`src/rtl/uart_fifo_core.sv`:
```
// Register-mapped UART for the port_id/out_port bus: programmable frame and baud, TX/RX FIFOs,
// sticky error flags and loopback. Define UART_IRQ_EN to build the IRQEN register and registered irq.

module uart_fifo_core_fifo #(
   parameter int DEPTH = 8
) (
   input  logic       clk,
   input  logic       reset,
   input  logic       push,
   input  logic       pop,
   input  logic [7:0] wdata,
   output logic [7:0] rdata,
   output logic       full,
   output logic       empty,
   output logic       drop
);
   localparam int AW = $clog2(DEPTH);

   logic [7:0]  mem [DEPTH];
   logic [AW:0] wptr, rptr;
   logic        do_push, do_pop;

   assign empty   = (wptr == rptr);
   assign full    = (wptr[AW-1:0] == rptr[AW-1:0]) && (wptr[AW] != rptr[AW]);
   assign do_pop  = pop && !empty;
   // A pop in the same cycle frees the slot, so a push into a full FIFO still lands.
   assign do_push = push && (!full || do_pop);
   assign drop    = push && !do_push;
   assign rdata   = mem[rptr[AW-1:0]];

   // NOTE: state registers use non-blocking assignments so every flop samples pre-edge values.
   always_ff @(posedge clk or negedge reset) begin
      if (!reset) begin
         wptr <= '0;
         rptr <= '0;
      end else begin
         if (do_push) wptr <= wptr + (AW+1)'(1);
         if (do_pop)  rptr <= rptr + (AW+1)'(1);
      end
   end

   // NOTE: the storage array has no reset; the pointers alone define which entries are valid.
   always_ff @(posedge clk) begin
      if (do_push) mem[wptr[AW-1:0]] <= wdata;
   end
endmodule

module uart_fifo_core #(
   parameter int          FIFO_DEPTH = 8,
   parameter logic [15:0] BASE_ADDR  = 16'h0000,
   parameter int          DIV_W      = 19
) (
   input  logic        clk,
   input  logic        reset,
   input  logic [15:0] port_id,
   input  logic [7:0]  out_port,
   input  logic        write_strobe,
   input  logic        read_strobe,
   output logic [7:0]  in_port,
   input  logic        rx,
   output logic        tx,
   output logic        irq
);
   typedef enum logic [2:0] {S_IDLE, S_START, S_DATA, S_PARITY, S_STOP} uart_state_t;
   typedef logic [DIV_W-1:0] div_t;

   function automatic div_t baud_k(input logic [3:0] idx);
      case (idx)
         4'd0:    baud_k = div_t'(333333);
         4'd1:    baud_k = div_t'(83333);
         4'd2:    baud_k = div_t'(41667);
         4'd3:    baud_k = div_t'(20833);
         4'd5:    baud_k = div_t'(5208);
         4'd6:    baud_k = div_t'(2604);
         4'd7:    baud_k = div_t'(1736);
         4'd8:    baud_k = div_t'(868);
         4'd9:    baud_k = div_t'(434);
         4'd10:   baud_k = div_t'(217);
         4'd11:   baud_k = div_t'(109);
         default: baud_k = div_t'(10417);
      endcase
   endfunction

   logic [15:0] offset;
   logic        hit, wr_data, wr_ctrl, rd_data, rd_stat;
   logic [7:0]  ctrl, status, irqen_rd, tx_head, rx_head;
   logic        tx_full, tx_fifo_empty, tx_drop, tx_pop, tx_busy, tx_empty;
   logic        rx_full, rx_empty, rx_drop, rx_push;
   logic        ferr, perr, ovf, set_ferr, set_perr;

   assign offset  = port_id - BASE_ADDR;
   assign hit     = (offset < 16'd4);
   assign wr_data = write_strobe && hit && (offset[1:0] == 2'd0);
   assign wr_ctrl = write_strobe && hit && (offset[1:0] == 2'd1);
   assign rd_data = read_strobe  && hit && (offset[1:0] == 2'd0);
   assign rd_stat = read_strobe  && hit && (offset[1:0] == 2'd2);

   always_ff @(posedge clk or negedge reset) begin
      if (!reset) begin
         ctrl <= 8'h14;
         ferr <= 1'b0;
         perr <= 1'b0;
         ovf  <= 1'b0;
      end else begin
         if (wr_ctrl) ctrl <= out_port;
         // A flag raised in the cycle of the STATUS read survives the clear.
         ferr <= set_ferr || (ferr && !rd_stat);
         perr <= set_perr || (perr && !rd_stat);
         ovf  <= tx_drop || rx_drop || (ovf && !rd_stat);
      end
   end

   logic [7:0] rx_shr;

   uart_fifo_core_fifo #(.DEPTH(FIFO_DEPTH)) u_tx_fifo (
      .clk(clk), .reset(reset), .push(wr_data), .pop(tx_pop), .wdata(out_port),
      .rdata(tx_head), .full(tx_full), .empty(tx_fifo_empty), .drop(tx_drop)
   );

   uart_fifo_core_fifo #(.DEPTH(FIFO_DEPTH)) u_rx_fifo (
      .clk(clk), .reset(reset), .push(rx_push), .pop(rd_data), .wdata(rx_shr),
      .rdata(rx_head), .full(rx_full), .empty(rx_empty), .drop(rx_drop)
   );

   // ---------------- transmitter ----------------
   uart_state_t tx_state, tx_state_n;
   div_t        tx_cnt, tx_cnt_n, tx_k, tx_k_n;
   logic [2:0]  tx_bitn, tx_bitn_n;
   logic [7:0]  tx_shr, tx_shr_n;
   logic        tx_par, tx_par_n, tx_eight, tx_eight_n, tx_pen, tx_pen_n;
   logic        tx_line, tx_line_n, tx_adv, tx_load;

   always_ff @(posedge clk or negedge reset) begin
      if (!reset) begin
         tx_state <= S_IDLE;
         tx_cnt   <= '0;
         tx_k     <= '0;
         tx_bitn  <= '0;
         tx_shr   <= '0;
         tx_par   <= 1'b0;
         tx_eight <= 1'b1;
         tx_pen   <= 1'b0;
         tx_line  <= 1'b1;
      end else begin
         tx_state <= tx_state_n;
         tx_cnt   <= tx_cnt_n;
         tx_k     <= tx_k_n;
         tx_bitn  <= tx_bitn_n;
         tx_shr   <= tx_shr_n;
         tx_par   <= tx_par_n;
         tx_eight <= tx_eight_n;
         tx_pen   <= tx_pen_n;
         tx_line  <= tx_line_n;
      end
   end

   // NOTE: every output of a combinational block gets a default first, so no path infers a latch.
   always_comb begin
      tx_state_n = tx_state;
      tx_cnt_n   = tx_cnt;
      tx_k_n     = tx_k;
      tx_bitn_n  = tx_bitn;
      tx_shr_n   = tx_shr;
      tx_par_n   = tx_par;
      tx_eight_n = tx_eight;
      tx_pen_n   = tx_pen;
      tx_line_n  = 1'b1;
      tx_pop     = 1'b0;
      tx_load    = 1'b0;
      tx_adv     = (tx_cnt == tx_k - div_t'(1));
      if (tx_state != S_IDLE) tx_cnt_n = tx_adv ? '0 : tx_cnt + div_t'(1);
      case (tx_state)
         S_IDLE:  tx_load = !tx_fifo_empty;
         S_START: if (tx_adv) begin
               tx_state_n = S_DATA;
               tx_bitn_n  = '0;
            end
         S_DATA: if (tx_adv) begin
               tx_shr_n  = tx_shr >> 1;
               tx_bitn_n = tx_bitn + 3'd1;
               if (tx_bitn == {2'b11, tx_eight}) tx_state_n = tx_pen ? S_PARITY : S_STOP;
            end
         S_PARITY: if (tx_adv) tx_state_n = S_STOP;
         S_STOP: if (tx_adv) begin
               if (!tx_fifo_empty) tx_load = 1'b1;
               else                tx_state_n = S_IDLE;
            end
         default: tx_state_n = S_IDLE;
      endcase
      // Frame parameters are captured here so CTRL writes only affect later frames.
      if (tx_load) begin
         tx_pop     = 1'b1;
         tx_state_n = S_START;
         tx_cnt_n   = '0;
         tx_k_n     = baud_k(ctrl[3:0]);
         tx_eight_n = ctrl[4];
         tx_pen_n   = ctrl[5];
         tx_shr_n   = tx_head;
         tx_par_n   = ^(tx_head & {ctrl[4], 7'h7F}) ^ ctrl[6];
      end
      case (tx_state_n)
         S_START:  tx_line_n = 1'b0;
         S_DATA:   tx_line_n = tx_shr_n[0];
         S_PARITY: tx_line_n = tx_par_n;
         default:  tx_line_n = 1'b1;
      endcase
   end

   assign tx_busy  = (tx_state != S_IDLE);
   assign tx_empty = tx_fifo_empty && !tx_busy;
   assign tx       = ctrl[7] ? 1'b1 : tx_line;

   // ---------------- receiver ----------------
   uart_state_t rx_state, rx_state_n;
   div_t        rx_cnt, rx_cnt_n, rx_k, rx_k_n;
   logic [2:0]  rx_bitn, rx_bitn_n;
   logic [7:0]  rx_shr_n;
   logic        rx_eight, rx_eight_n, rx_pen, rx_pen_n, rx_ohel, rx_ohel_n;
   logic        rx_s1, rx_s2, rx_prev, rx_adv;

   always_ff @(posedge clk or negedge reset) begin
      if (!reset) begin
         rx_s1    <= 1'b1;
         rx_s2    <= 1'b1;
         rx_prev  <= 1'b1;
         rx_state <= S_IDLE;
         rx_cnt   <= '0;
         rx_k     <= '0;
         rx_bitn  <= '0;
         rx_shr   <= '0;
         rx_eight <= 1'b1;
         rx_pen   <= 1'b0;
         rx_ohel  <= 1'b0;
      end else begin
         rx_s1    <= ctrl[7] ? tx_line : rx;
         rx_s2    <= rx_s1;
         rx_prev  <= rx_s2;
         rx_state <= rx_state_n;
         rx_cnt   <= rx_cnt_n;
         rx_k     <= rx_k_n;
         rx_bitn  <= rx_bitn_n;
         rx_shr   <= rx_shr_n;
         rx_eight <= rx_eight_n;
         rx_pen   <= rx_pen_n;
         rx_ohel  <= rx_ohel_n;
      end
   end

   always_comb begin
      rx_state_n = rx_state;
      rx_cnt_n   = (rx_state == S_IDLE) ? rx_cnt : rx_cnt + div_t'(1);
      rx_k_n     = rx_k;
      rx_bitn_n  = rx_bitn;
      rx_shr_n   = rx_shr;
      rx_eight_n = rx_eight;
      rx_pen_n   = rx_pen;
      rx_ohel_n  = rx_ohel;
      rx_push    = 1'b0;
      set_ferr   = 1'b0;
      set_perr   = 1'b0;
      rx_adv     = (rx_cnt == rx_k - div_t'(1));
      case (rx_state)
         S_IDLE: if (rx_prev && !rx_s2) begin
               rx_state_n = S_START;
               rx_cnt_n   = '0;
               rx_k_n     = baud_k(ctrl[3:0]);
               rx_eight_n = ctrl[4];
               rx_pen_n   = ctrl[5];
               rx_ohel_n  = ctrl[6];
               rx_shr_n   = '0;
            end
         S_START: if (rx_cnt == (rx_k >> 1)) begin
               rx_cnt_n   = '0;
               rx_bitn_n  = '0;
               rx_state_n = rx_s2 ? S_IDLE : S_DATA;
            end
         S_DATA: if (rx_adv) begin
               rx_cnt_n          = '0;
               rx_shr_n[rx_bitn] = rx_s2;
               rx_bitn_n         = rx_bitn + 3'd1;
               if (rx_bitn == {2'b11, rx_eight}) rx_state_n = rx_pen ? S_PARITY : S_STOP;
            end
         S_PARITY: if (rx_adv) begin
               rx_cnt_n   = '0;
               set_perr   = (rx_s2 != (^rx_shr ^ rx_ohel));
               rx_state_n = S_STOP;
            end
         S_STOP: if (rx_adv) begin
               set_ferr   = !rx_s2;
               rx_push    = 1'b1;
               rx_state_n = S_IDLE;
            end
         default: rx_state_n = S_IDLE;
      endcase
   end

   // ---------------- interrupt and read mux ----------------
`ifdef UART_IRQ_EN
   logic [2:0] irqen;
   logic       irq_q;
   always_ff @(posedge clk or negedge reset) begin
      if (!reset) begin
         irqen <= '0;
         irq_q <= 1'b0;
      end else begin
         if (write_strobe && hit && (offset[1:0] == 2'd3)) irqen <= out_port[2:0];
         irq_q <= |(irqen & {ferr || perr || ovf, tx_empty, !rx_empty});
      end
   end
   assign irq      = irq_q;
   assign irqen_rd = {5'b0, irqen};
`else
   assign irq      = 1'b0;
   assign irqen_rd = 8'h00;
`endif

   assign status = {tx_busy, ovf, perr, ferr, rx_full, !rx_empty, tx_empty, tx_full};

   always_comb begin
      in_port = 8'h00;
      if (hit) begin
         case (offset[1:0])
            2'd0:    in_port = rx_empty ? 8'h00 : rx_head;
            2'd1:    in_port = ctrl;
            2'd2:    in_port = status;
            default: in_port = irqen_rd;
         endcase
      end
   end
endmodule

```
`config.mk`:
```
export PLATFORM = sky130hd
export DESIGN_NAME = uart_fifo_core
export DESIGN_NICKNAME = d
export VERILOG_FILES = /design/src/rtl/uart_fifo_core.sv
export SDC_FILE = /design/constraint.sdc
export NUM_CORES = 1
export LEC_CHECK = 0
export ABC_AREA = 1
export BUFFER_PORTS_ARGS = -buffer_cell sky130_fd_sc_hd__buf_2
export CAP_MARGIN = 20
export CORE_MARGIN = 5
export CORE_UTILIZATION = 41
export CTS_CLUSTER_DIAMETER = 40
export DETAILED_ROUTE_END_ITERATION = 8
export PLACE_DENSITY = 0.62
export SLEW_MARGIN = 20
export SYNTH_ARGS = -nofsm -noshare
export SYNTH_HDL_FRONTEND = slang
export SYNTH_SLANG_ARGS = --single-unit
```
`constraint.sdc`:
```
create_clock -name clk -period 8.36 [get_ports clk]
set_input_delay 0.836 -clock clk [delete_from_list [all_inputs] [get_ports clk]]
set_output_delay 0.836 -clock clk [all_outputs]
set_load 0.05 [all_outputs]
```
# Word-level counts from Yosys, hierarchy flattened
# Memories as Yosys holds them, arrays and structs flattened. A register that Yosys moved wholly into a read port is not among the register bits.
# Cells that the tools add are included.
# op_classes
addsub	10
order_cmp	3
eq_ne	33
n_mux	62
bitwise	3
n_reduce_logical	56
# op_table
cell	count
2-to-1 mux 19 bit	7
2-to-1 mux 3 bit	19
case mux 19 bit (3 select lines)	1
2-to-1 mux 8 bit	7
adder 19 x 1 -> 19 bit, second input constant	2
== test 19 bit	2
subtractor 19 x 1 -> 19 bit, second input constant	2
case mux 3 bit (5 select lines)	2
case mux 8 bit (3 select lines)	1
logical AND 1 bit	20
== test 19 x 18 -> 1 bit	1
== test 3 x 2 -> 1 bit, second input constant	6
2-to-1 mux 1 bit	17
adder 4 x 1 -> 4 bit, second input constant	4
< comparator 16 x 3 -> 1 bit, second input constant	1
case mux 8 bit (2 select lines)	1
XOR reduction 8 bit	2
!= test 2 bit, second input constant	7
== test 3 bit	4
case mux 3 bit (2 select lines)	2
nonzero test 2 bit	6
logical NOT 1 bit	11
== test 3 x 1 -> 1 bit, second input constant	3
AND reduction 3 bit	3
23 further kinds	36
# totals
ff_bits	141
ram_bits	128
mem_bits_ro	576
inputBits	29
output_inout_bits	10
wordCells	200
memories	4
# memory_table
name	depth	word_bits	rd	rd_ports_with_merged_regs	wr	line	text
(no name shown)	16	18	1	1	0	68	case (idx)
(no name shown)	16	18	1	1	0	68	
u_rx_fifo.mem	8	8	1	0	1	19	logic [7:0] mem [DEPTH];
u_tx_fifo.mem	8	8	1	0	1	19	

# Depth between registers and ports, before layout
# Gate-level depths: netlist (run 1).
# depth
word_depth	12
ltp_mapped	21
mapped_depth_nobuf	20

# Modules after synthesis
# Synthesis (run 1) repeated with hierarchy kept, for this count alone.
# hier_totals
hier_cells	1778
area_unflattened_um2	14853.0
# modules_own_cells
module	n_inst	cells_per_inst	area_each_um2
uart_fifo_core	1	1254	8797.2
uart_fifo_core_fifo	2	262	3027.9

# Worst setup path after synthesis (run 1)
# OpenSTA, ideal clock, no wires.
# synth_path
path_kind	input-to-output
from	input port_id[6]
to	output in_port[1]
t_arrival_ps	2392
path_slack_ps	5132
path_stages	6
cell_sequence	nor4_1 nor3b_1 nand2_1 inv_1 o21ai_1 a31oi_1
# synth_via
elab_chain_cells	2
# synth_rtl
item	line	text
start: declaration	55	input logic [15:0] port_id,
< comparator 16 x 3 -> 1 bit	92	assign hit = (offset < 16'd4);
2-to-1 mux 8 bit	321	if (hit) begin
end: declaration	59	output logic [7:0] in_port,
# Every way passes these cells.

# Worst setup path in the final report (run 1)
# layout_path
from	register u_rx_fifo.rptr[1]
to	output in_port[6]
# layout_via
elab_chain_cells	4
elab_cells_between_ends	5
# layout_rtl
item	line	text
start: declaration	20	logic [AW:0] wptr, rptr;
start signal: assignment	38	if (do_pop) rptr <= rptr + (AW+1)'(1);
memory read (8 x 8 bit) or == test 4 bit (tied branches)	-	
2-to-1 mux 8 bit *	323	2'd0: in_port = rx_empty ? 8'h00 : rx_head;
case mux 8 bit (3 select lines) *	322	case (offset[1:0])
2-to-1 mux 8 bit *	321	
# Mark *: on every way between the ends. The rest lies on a longest branch, timed or not.

==> run summary, run 1 <==
The flow ran to the end, and the final reports show no timing, DRC or antenna violations. The final layout contains 1906 nets. The ratio of cells with drive above 1 in the final layout came out at 9.01%.

The total die area was 0.0399 mm2. The actual slew at the worst max-slew pin works out to 1.07 ns. TritonCTS built the clock tree.

Each instance of the synthesized netlist takes up on average 8.07 um2. Counting every sink on the clock net gives 267. The critical path class is reg2out.

The run gives 3.38 ns as the data arrival time of the critical path. The path class of the tightest hold or removal check is in2async. On the final layout, the worst clock skew is 0.0259 ns.

Count of inserted antenna diode cells: 0. Counting along the longest clock path gives a buffer depth of 3. For the worst flop-to-flop path, the logic depth is 11. The number of global-route vias before repair is 11700, and the reg2reg setup slack is 4.56 ns.

The max-capacitance violation count was 0; the layout-stage area growth over the synthesis result was 14.1%. By count the netlist is led by sky130_fd_sc_hd__nand2_1 (487), sky130_fd_sc_hd__nor2_1 (223), sky130_fd_sc_hd__inv_1 (204), sky130_fd_sc_hd__nand3_1 (148), sky130_fd_sc_hd__dfrtp_1 (131). The tools report the total routing usage reported by global routing as 19.8%. The yosys synthesis warning count came out at 0.

Dividing total power by cell area gives a power density of 225 mW/mm2. For this run the aggregate overflow at the end of global routing stands at 0. The first detailed-routing pass ran for 7 iterations. Once detailed placement completed, the half-perimeter wirelength came to 28.1 mm. By instance count, the leading cell after synthesis is sky130_fd_sc_hd__nand2_1.

Using the TritonRoute via totals, the vias-per-cell ratio works out to 5.20. The netlist uses 54 different library cells. At the end of routability-driven placement, the weighted congestion stood at 0.967. The number of enable-type register cells in the synthesized netlist was 128. CTS clock-pin slew for the worst setup and hold paths: 0.06 ns. The largest total area in the synthesized netlist belongs to sky130_fd_sc_hd__edfxtp_1. CTS placed an instance of sky130_fd_sc_hd__clkbuf_16 at the clock tree root.

Startpoint kind of the worst setup timing path: a register. The capture point of the worst reg-to-reg path is u_rx_fifo.mem[5][1]$_DFFE_PP_. After layout, the minimum clock period comes to 4.22 ns. Cells fill 47.3% of the core in the end.

Kind of end point of the critical path: an output port. In the synthesized netlist the dominant register cell turns out to be sky130_fd_sc_hd__dfrtp_1. Setup repair after global routing left no endpoint under its margin. Summed over all cells, the static leakage comes to 7.58 nW. The initial antenna violation count was 0.

The maximum net fanout on the critical path was 19. Measured against its own limit, the worst slew margin works out to 27.9%. The first global-routing pass estimated 62.6 mm of wire. Clock latency on the worst-skew pair: 0.56 ns.

Sequential elements use 49.7% of the synthesized area. The number of nets in the synthesized netlist is 1871. The number of clock buffers inserted by TritonCTS is 44, and the core region area is 0.0356 mm2. The average wire length per cell after detail routing works out to 16.7 um. For this run, asynchronously set or reset flops after synthesis account for 52.1%. Summed over all layers, the routed wires come to 39.3 mm. The number of buffers inserted by post-CTS setup repair is 0. For this design, the CTS-stage hold fixing added 0 buffers. The chip height was 200 um; the number of H-tree levels was 2. Synthesis handed over a netlist of 1826 instances. For the final routed database, the setup TNS stands at 0 ns. The tools report the effective utilization at floorplan as 41.4%.

Sorting the synthesized cells by area gives the leading types as sky130_fd_sc_hd__edfxtp_1 (26%), sky130_fd_sc_hd__dfrtp_1 (22%), sky130_fd_sc_hd__nand2_1 (12%). Setup violations remaining at the end of the flow were counted as 0. The x dimension of the die is 200 um, and the worst supply voltage drop on vdd is 0.000157 V. The floorplan has 69 rows. Entering global routing, the biggest net connects 76 pins. 39 I/O pins were placed. The post-synthesis instance area came out at 0.0147 mm2. The filler cells instantiated in the layout total 3474. The post-route DRC violation count was 0; the number of routed nets with antenna violations was 0. For this block, the via count after detailed routing is 12300. The top cell type by area accounts for 26.1% of the synthesized area. The number of pins with negative max-slew slack in the final report is 0, and the count of state elements after synthesis is 267. The logs give 0 for the post-cts sizing count and 7.52 ns for the required arrival time at the worst endpoint. The run gives 237 MHz as the maximum frequency from static timing analysis.

The tools report the source of the worst register-to-register timing path as u_rx_fifo.rptr[1]$_DFFE_PN0P_. The final count of hold timing violations was 0; the number of I/O port buffers was 37. The share of the clock period used by the worst path after layout is 50.5%. The tools report the number of design-rule violations left by the first detailed-router iteration as 857.
==> how the worst max path moves through the flow <==
stage / slack [ns] / endpoint / startpoint
after global routing: 3.90 / in_port[1] / u_tx_fifo.rptr[1]$_DFFE_PN0P_
final: 4.14 / in_port[6] / u_rx_fifo.rptr[1]$_DFFE_PN0P_
after CTS: 4.12 / in_port[1] / u_rx_fifo.rptr[1]$_DFFE_PN0P_
after floorplan: 5.13 / in_port[1] / port_id[6]
after global placement: 4.61 / u_tx_fifo.mem[3][4]$_DFFE_PP_ / tx_k[0]$_DFFE_PN0N_
after detailed placement: 4.60 / u_tx_fifo.mem[7][7]$_DFFE_PP_ / tx_k[0]$_DFFE_PN0N_
==> state kept, by name (all words and copies together) (netlist names), 8 cells and up <==
register,cells
ctrl,8
rx_cnt,19
rx_k,18
rx_shr,8
tx_cnt,19
tx_k,18
tx_shr,8
u_rx_fifo.mem,64
u_tx_fifo.mem,64
==> layout make-up <==
| class | instances | area, um2 | share of cell area [%] |
|---|---|---|---|
| sequential | 267 | 7330 | 43.6 |
| clock buffer | 55 | 1250 | 7.41 |
| tap | 461 | 577 | 3.43 |
| inverter | 211 | 792 | 4.71 |
| clock inverter | 27 | 236 | 1.41 |
| multi-input combinational | 1296 | 6420 | 38.2 |
| timing repair buffer | 41 | 221 | 1.32 |
==> through the flow <==
step,std cells,worst slack [ns],power (W),hold slack (ns),area [um2]
after floorplan,1826,5.13,0.00186,0.345,14700
after global routing,2358,3.90,0.00397,0.377,16800
final,2358,4.14,0.00379,0.333,16800
after detailed placement,2276,4.60,0.00202,0.363,15300
after global placement,2276,4.61,0.00202,0.369,15300
after CTS,2358,4.12,0.00383,0.335,16800
==> cell usage in the layout (no fill, tap or decap), drive strengths merged, types with 27 or more instances in the layout <==
cell	synthesis	routed
a21oi	27	27
buf	14	41
clkbuf	38	55
dfrtp	131	131
edfxtp	128	128
inv	207	218
nand2	495	495
nand3	152	152
nor2	236	236
nor3	30	30
o21ai	130	130
xor2	76	76
==> power breakdown <==
group          internal, W  switching [W]  total [W]
Sequential         0.00142      0.0000576    0.00147
Combinational     0.000159       0.000372   0.000531
Clock              0.00111       0.000674    0.00178
Total              0.00268        0.00110    0.00379
==> per-layer routing <==
layer	track usage, %	up-vias	wire length, um	share of wire [%]
met5	0	-	0	0
met4	8.20	0	1390	3.5
met3	3.03	89	2430	6.2
met2	29.8	397	17200	44
met1	28.6	5734	18300	46
li1	-	6045	-	-
==> worst max-delay path, stage by stage (launching register included) <==
cell	delay, ns
sky130_fd_sc_hd__dfrtp_1	0.65
sky130_fd_sc_hd__inv_2	0.44
sky130_fd_sc_hd__nand2_1	0.09
sky130_fd_sc_hd__nand4_1	0.11
sky130_fd_sc_hd__nor2_1	0.06
sky130_fd_sc_hd__inv_1	0.05
sky130_fd_sc_hd__nor2_1	0.04
sky130_fd_sc_hd__nor2_1	0.65
sky130_fd_sc_hd__nand2_1	0.13
sky130_fd_sc_hd__a31oi_1	0.26
sky130_fd_sc_hd__buf_2	0.32
==> cell families (layout without fill, tap and decap cells) <==
| logic type | Yosys count | in the layout | synth area share (%) |
|---|---|---|---|
| simple gates | 965 | 965 | 28.0 |
| flops | 267 | 267 | 49.7 |
| buf+inv | 263 | 334 | 6.83 |
| compound gates | 210 | 210 | 7.86 |
| xor+xnor | 102 | 102 | 6.06 |
| fa+ha+maj | 16 | 16 | 1.36 |
| mux | 2 | 2 | 0.153 |
| other cells | 1 | 1 | 0.0254 |
No activity file was read; power rests on OpenSTA's default activity.
==> run 2, diff against run 1 <==
==> constraint.sdc (replaced) <==
create_clock -name clk -period 4.3 [get_ports clk]
set_input_delay 0.43 -clock clk [delete_from_list [all_inputs] [get_ports clk]]
set_output_delay 0.43 -clock clk [all_outputs]
set_load 0.05 [all_outputs]
==> run summary, run 2 (synthesis results as in run 1) <==
For the final estimated routing congestion in global placement, the log shows 0.939 (was 0.967). The final number of setup-violating endpoints was 0 (unchanged); the number of clock buffers inserted by TritonCTS was 44 (unchanged). The clock latency on the worst-skew pair is 0.55 ns (was 0.56 ns), and the buffering stage count on the worst path with inverters included is 2 (was 3). The run gives 5 (was 7) as the count of TritonRoute iterations in the first routing pass.

TritonCTS built the clock tree. The tightest hold margin is 0.129 ns (was 0.333 ns), and the number of I/O port buffers is 37 (unchanged). The run gives 0.0399 mm2 (unchanged) as the total die area.

The kind of end point of the critical path is a register (was an output port). The final critical-path required period works out to 3.54 ns. The logs give 62.6 mm (about the same) for the global-route wire length before repair and 283 MHz for the maximum frequency from static timing analysis.

The type of the worst min-delay path was in2reg (was in2async). Delay contributed by the slowest stage of the critical path: 0.60 ns (was 0.65 ns). The total routing usage reported by global routing was 19.5% (was 19.8%); the number of routed nets with antenna violations was 0 (unchanged).

Initial antenna violation count: 1 (was 0). The cell family with the largest share of critical-path delay was simple AND/OR/NAND/NOR gates (unchanged). The run gives 0 (unchanged) as the post-cts sizing count. The cell leakage power came out at 7.65 nW (was 7.58 nW). Most frequent cells in the layout: sky130_fd_sc_hd__nand2_1 (487), sky130_fd_sc_hd__nor2_1 (222), sky130_fd_sc_hd__inv_1 (204) (unchanged). The fraction of met3 tracks used by global routing is 3.29% (was 3.03%), and the worst supply voltage drop on vdd is 0.000316 V (was 0.000157 V).

The maximum number of buffers from clock root to sink is 3 (unchanged). Cell chosen for the clock root: sky130_fd_sc_hd__clkbuf_16 (unchanged). The chip height came out at 200 um (unchanged). Critical path, cell by cell: inv_1, ha_1, nand2_1, nor2_1, nand2_1, xor2_1, inv_1, nand2_1, nand2_1, nor2_1, nand4_1, nor2_1, nand4_1, nor2_1 (was inv_2, nand2_1, nand4_1, nor2_1, inv_1, nor2_1, nor2_1, nand2_1, a31oi_1, buf_2).

The post-route non-filler standard cell count was 2374 (was 2358). The x dimension of the die works out to 200 um (unchanged). The global route total overflow was 0 (unchanged). For the post-route DRC violation count, the log shows 0 (unchanged). Power density normalized to cell area: 434 mW/mm2 (was 225 mW/mm2).

The max-capacitance violation count was 0 (unchanged); the number of ports placed on the die boundary was 39 (unchanged). For the core region area, the log shows 0.0356 mm2 (unchanged). The total routed wirelength is 38.7 mm (was 39.3 mm), and the net count of the finished layout is 1922 (was 1906). The effective utilization at floorplan is 41.4% (unchanged), and the post-detailed-route via-to-cell ratio is 5.22 (was 5.20). The row count came out at 69 (unchanged). The number of H-tree levels was 2 (unchanged). Setup repair after global routing left no endpoint under its margin. The number of pins with negative max-slew slack in the final report came out at 0 (unchanged). The data arrival time of the critical path is 3.72 ns (was 3.38 ns), and the number of global-route vias before repair is 11900 (was 11700).

For the via count, the log shows 12400 (was 12300). The global-route met1 utilization came out at 27.5% (was 28.6%). The ratio of cells with drive above 1 in the final layout was 9.57% (was 9.01%); the worst relative slew slack was 39.3% (was 27.9%). The critical path class was reg2reg (was reg2out). The tools report the maximum number of pins on one net before global-route repair as 80 (was 76). The share of the clock period used by the worst path after layout came out at 82.3%.

The tools report the placed cell area as 0.0154 mm2 (was 0.0153 mm2). The run gives 0.76 ns (was 4.56 ns) as the reg2reg setup slack. The worst setup margin came out at 0.761 ns (was 4.14 ns). The logs give 0.0257 ns (was 0.0259 ns) for the final worst clock skew and 4.48 ns (was 7.52 ns) for the required arrival time at the worst endpoint.

The logs give 2291 (was 2276) for the number of placed cells counting well taps and 3452 (was 3474) for the number of filler instances in the final layout. The finished layout cell area came out at 0.0169 mm2 (was 0.0168 mm2). Clock sink count: 267 (unchanged).

The CTS clock-pin slew for the worst setup and hold paths was 0.06 ns (about the same). Half-perimeter wire length of the detailed placement result: 28.6 mm (was 28.1 mm). The global-route layer with the greatest usage was met2 (unchanged). For the number of design-rule violations left by the first detailed-router iteration, the log shows 976 (was 857). The slowest library cell on the worst path was sky130_fd_sc_hd__nor2_1 (was sky130_fd_sc_hd__dfrtp_1).

The run finished with clean final reports. Maximum net fanout on the critical path: 8 (was 19). The logs give 30.8% (was 29.8%) for the met2 track demand over resource and 0 (unchanged) for the final count of hold timing violations. Average wire length per cell after detail routing: 16.3 um (was 16.7 um). The run gives 0.761 ns (was 4.60 ns) as the post-placement setup slack. The most common cell after layout, fill and taps aside is sky130_fd_sc_hd__nand2_1 (unchanged). Actual slew at the worst max-slew pin: 0.909 ns (was 1.07 ns). The tools report the startpoint kind of the worst setup timing path as a register (unchanged). The final-layout setup total negative slack is 0 ns (unchanged), and the layout-stage area growth over the synthesis result is 14.9% (was 14.1%).
run 2: final cells by class:
cell class	instances	area (um2)	area share, %
repair buffers	57	344	2.03
flip-flops and latches	267	7330	43.3
well taps	461	577	3.40
inverters	211	792	4.67
clock buffers	48	1150	6.77
clock inverters	33	344	2.03
multi-input cells	1296	6410	37.8
diodes	1	2.50	0.0148
run 2: what timing repair did:
action / 4_1_cts / 5_1_grt
setup buffers: 0 / 0
hold buffers: 1 / 0
hold endpoints to repair: 72 / 0
run 2: through the flow:
| step | power [W] | utilization (%) |
|---|---|---|
| finish | 0.00736 | 47.6 |
| global route | 0.00771 | 47.6 |
| CTS | 0.00742 | 47.6 |
| detailed placement | 0.00391 | 43.4 |
| global placement | 0.00391 | 43.4 |
| floorplan | 0.00361 | - |
run 2: routing by layer:
layer,vias up,part of all wire [%]
li1,6076,-
met1,5886,46
met2,348,45
met3,71,5.7
met4,0,2.9
met5,-,0
run 2: power breakdown:
part / switching (W) / internal (W)
combinational: 0.000700 / 0.000311
clock: 0.00136 / 0.00212
sequential: 0.000110 / 0.00275
run 2: final timing paths:
check	from	end	depth (start not counted)
hold reg to reg	rx_s1$_DFF_PN1_	rx_s2$_DFF_PN1_	0
setup / recovery	rx_k[0]$_DFFE_PN0P_	u_rx_fifo.mem[0][1]$_DFFE_PP_	14
max in group asynchronous	reset	rx_cnt[11]$_DFF_PN0_	3
hold / removal	rx	rx_s1$_DFF_PN1_	2
min in group asynchronous	reset	tx_cnt[11]$_DFFE_PN0P_	2
setup reg to reg	rx_k[0]$_DFFE_PN0P_	u_rx_fifo.mem[0][1]$_DFFE_PP_	14
run 2: worst register-to-register path: cells and delay by family, from the launching register on:
kind          cells  cell delay (ns)
fa+ha+maj         1             0.20
simple gates     10             2.19
xor+xnor          1             0.22
buf+inv           2             0.19
flops             1             0.38
==> run 3, diff against run 2 <==
--- a/config.mk
+++ b/config.mk
@@ -12,7 +12,7 @@
 export CORE_UTILIZATION = 41
 export CTS_CLUSTER_DIAMETER = 40
 export DETAILED_ROUTE_END_ITERATION = 8
-export PLACE_DENSITY = 0.62
+export PLACE_DENSITY = 0.64
 export SLEW_MARGIN = 20
 export SYNTH_ARGS = -nofsm -noshare
 export SYNTH_HDL_FRONTEND = slang
==> constraint.sdc (replaced) <==
create_clock -name clk -period 3.2 [get_ports clk]
set_input_delay 0.32 -clock clk [delete_from_list [all_inputs] [get_ports clk]]
set_output_delay 0.32 -clock clk [all_outputs]
set_load 0.05 [all_outputs]
==> run summary, run 3 (synthesis results as in run 1) <==
The run finished with clean final reports. The net count of the finished layout was 1946 (was 1922). The type of the worst min-delay path is in2reg (unchanged). The layout-stage area growth over the synthesis result is 16.2% (was 14.9%), and the post-detailed-route via-to-cell ratio is 5.19 (was 5.22).

The maximum number of pins on one net before global-route repair came out at 68 (was 80). The total routing usage reported by global routing was 20.0% (was 19.5%); the CTS clock-pin slew for the worst setup and hold paths was 0.06 ns (about the same). The finished layout cell area came out at 0.0171 mm2 (was 0.0169 mm2). Slowest library cell on the worst path: sky130_fd_sc_hd__dfrtp_1 (was sky130_fd_sc_hd__nor2_1).

The x dimension of the die works out to 200 um (unchanged). Number of design-rule violations left by the first detailed-router iteration: 1107 (was 976). For the max-capacitance violation count, the log shows 0 (unchanged). The count of TritonRoute iterations in the first routing pass came out at 5 (unchanged). The ratio of cells with drive above 1 in the final layout was 10.9% (was 9.57%); the maximum frequency from static timing analysis was 344 MHz.

The delay contributed by the slowest stage of the critical path works out to 0.47 ns (was 0.60 ns). Kind of end point of the critical path: an output port (was a register). The row count is 69 (unchanged).

Cell chosen for the clock root: sky130_fd_sc_hd__clkbuf_16 (unchanged). The logs give 267 (unchanged) for the clock sink count and 0.000421 V (was 0.000316 V) for the worst supply voltage drop on vdd. The final estimated routing congestion in global placement was 0.946 (was 0.939); the clock latency on the worst-skew pair was 0.54 ns (was 0.55 ns). The cell leakage power is 7.78 nW (was 7.65 nW). The number of global-route vias before repair was 11700 (was 11900). The via count is 12400 (about the same), and the average wire length per cell after detail routing is 16.6 um (was 16.3 um). The required arrival time at the worst endpoint was 2.88 ns (was 4.48 ns). The final worst clock skew was 0.0219 ns (was 0.0257 ns); the number of I/O port buffers was 37 (unchanged). The initial antenna violation count was 0 (was 1).

The placed cell area was 0.0156 mm2 (was 0.0154 mm2); the share of the clock period used by the worst path after layout was 90.8%. The global-route wire length before repair came out at 63.7 mm (was 62.6 mm). The number of clock buffers inserted by TritonCTS is 42 (was 44). The logs give 0 (unchanged) for the post-route DRC violation count and 3.46% (was 3.29%) for the fraction of met3 tracks used by global routing. Setup repair after global routing left no endpoint under its margin. For the number of routed nets with antenna violations, the log shows 0 (unchanged).

The global-route layer with the greatest usage was met2 (unchanged). The run gives 41.4% (unchanged) as the effective utilization at floorplan. Final critical-path required period: 2.91 ns. Global route total overflow: 0 (unchanged). The total routed wirelength was 39.8 mm (was 38.7 mm). The startpoint kind of the worst setup timing path was a register (unchanged). Most frequent cells in the layout: sky130_fd_sc_hd__nand2_1 (483), sky130_fd_sc_hd__nor2_1 (221), sky130_fd_sc_hd__inv_1 (204) (was sky130_fd_sc_hd__nand2_1 (487), sky130_fd_sc_hd__nor2_1 (222), sky130_fd_sc_hd__inv_1 (204)). The tightest hold margin is 0.0550 ns (was 0.129 ns). The tools report the number of H-tree levels as 2 (unchanged). The critical path class is reg2out (was reg2reg).

The most frequent cell on the critical path is sky130_fd_sc_hd__nand2_1. The final number of setup-violating endpoints was 0 (unchanged). Critical path, cell by cell: xor2_1, a21oi_1, nand2_1, nor2_1, inv_1, nor2_2, nand2_1, a31oi_1, buf_2 (was inv_1, ha_1, nand2_1, nor2_1, nand2_1, xor2_1, inv_1, nand2_1, nand2_1, nor2_1, nand4_1, nor2_1, nand4_1, nor2_1). For the number of pins with negative max-slew slack in the final report, the log shows 0 (unchanged).

TritonCTS built the clock tree. The chip height is 200 um (unchanged). The tools report the number of ports placed on the die boundary as 39 (unchanged). Worst relative slew slack: 48.7% (was 39.3%).

The final-layout setup total negative slack was 0 ns (unchanged). The maximum net fanout on the critical path was 6 (was 8); the core region area was 0.0356 mm2 (unchanged). Half-perimeter wire length of the detailed placement result: 29.1 mm (was 28.6 mm). The met2 track demand over resource is 31.1% (was 30.8%).

Number of filler instances in the final layout: 3440 (was 3452). The maximum number of buffers from clock root to sink was 3 (unchanged). Most common cell after layout, fill and taps aside: sky130_fd_sc_hd__nand2_1 (unchanged). The actual slew at the worst max-slew pin works out to 0.769 ns (was 0.909 ns). The tools report the area of combinational cells with multiple inputs as 0.00645 mm2 (was 0.00641 mm2).

The global-route met1 utilization came out at 29.1% (was 27.5%). For the data arrival time of the critical path, the log shows 2.59 ns (was 3.72 ns). The final count of hold timing violations is 0 (unchanged), and the register area is 0.00733 mm2 (unchanged). The count of inserted antenna diode cells was 0 (was 1); the total die area was 0.0399 mm2 (unchanged). Power density normalized to cell area: 574 mW/mm2 (was 434 mW/mm2).
[run 3: cell count changes in the layout (fill, tap and decap cells not counted), moves of 3 or more]
cell                         delta
sky130_fd_sc_hd__buf_4         +25
sky130_fd_sc_hd__clkbuf_1       +4
sky130_fd_sc_hd__clkinv_8       +3
sky130_fd_sc_hd__clkinvlp_4     -4
sky130_fd_sc_hd__inv_6          -3
sky130_fd_sc_hd__nand2_1        -4
sky130_fd_sc_hd__nand2_2        +3
[run 3: metal layers]
layer,vias to the layer above,routed length [um]
met5,-,0
met4,0,899
met3,67,2400
met2,390,18000
met1,5860,18500
li1,6118,-
[run 3: final cells by class]
cell class	count	share of cell area, %
clock buffer	50	6.56
inverter	211	4.62
multi-input combinational	1296	37.6
sequential	267	42.8
tap	461	3.37
clock inverter	27	1.77
timing repair buffer	83	3.22
[run 3: power by group]
part	internal (W)	switching (W)
logic	0.000459	0.000973
registers	0.00370	0.000139
clock network	0.00282	0.00174
[run 3: worst max-delay path: cells and delay by family, from the launching register on]
family	cells	cell delay, ns
AOI/OAI and AO/OA	2	0.51
DFF	1	0.47
and+or+nand+nor	4	0.40
xor gates and xnor gates	1	0.19
buffers and inverters	2	0.48
[run 3: per-stage QoR]
stage               utilization, %  instances  power [W]  setup WS (ns)
finish                        48.1       2395    0.00982          0.294
global route                  48.1       2395     0.0103         0.0238
CTS                           48.0       2394    0.00987          0.119
detailed placement            44.0       2316    0.00530          0.138
global placement              44.0       2316    0.00529          0.221
floorplan                        -       1826    0.00485         0.0808
[run 3: final timing paths]
path,startpoint,to,slack [ns],cells past startpoint
max reg2reg,rx_k[2]$_DFFE_PN0P_,u_rx_fifo.mem[7][2]$_DFFE_PP_,0.30,12
min in group asynchronous,reset,tx_shr[6]$_DFFE_PN0P_,0.21,2
min reg2reg,rx_s1$_DFF_PN1_,rx_s2$_DFF_PN1_,0.34,0
max in group asynchronous,reset,rx_k[7]$_DFFE_PN0P_,1.99,3
min,rx,rx_s1$_DFF_PN1_,0.05,2
max,u_tx_fifo.rptr[0]$_DFFE_PN0P_,in_port[1],0.29,9
[run 3: repair_timing]
action                                  in CTS  in global routing
endpoints found under the hold margin       74                  0
resized for setup                            0                 12
hold buffers                                 1                  0
endpoints found under the setup margin       0                145
setup buffers                                0                  1
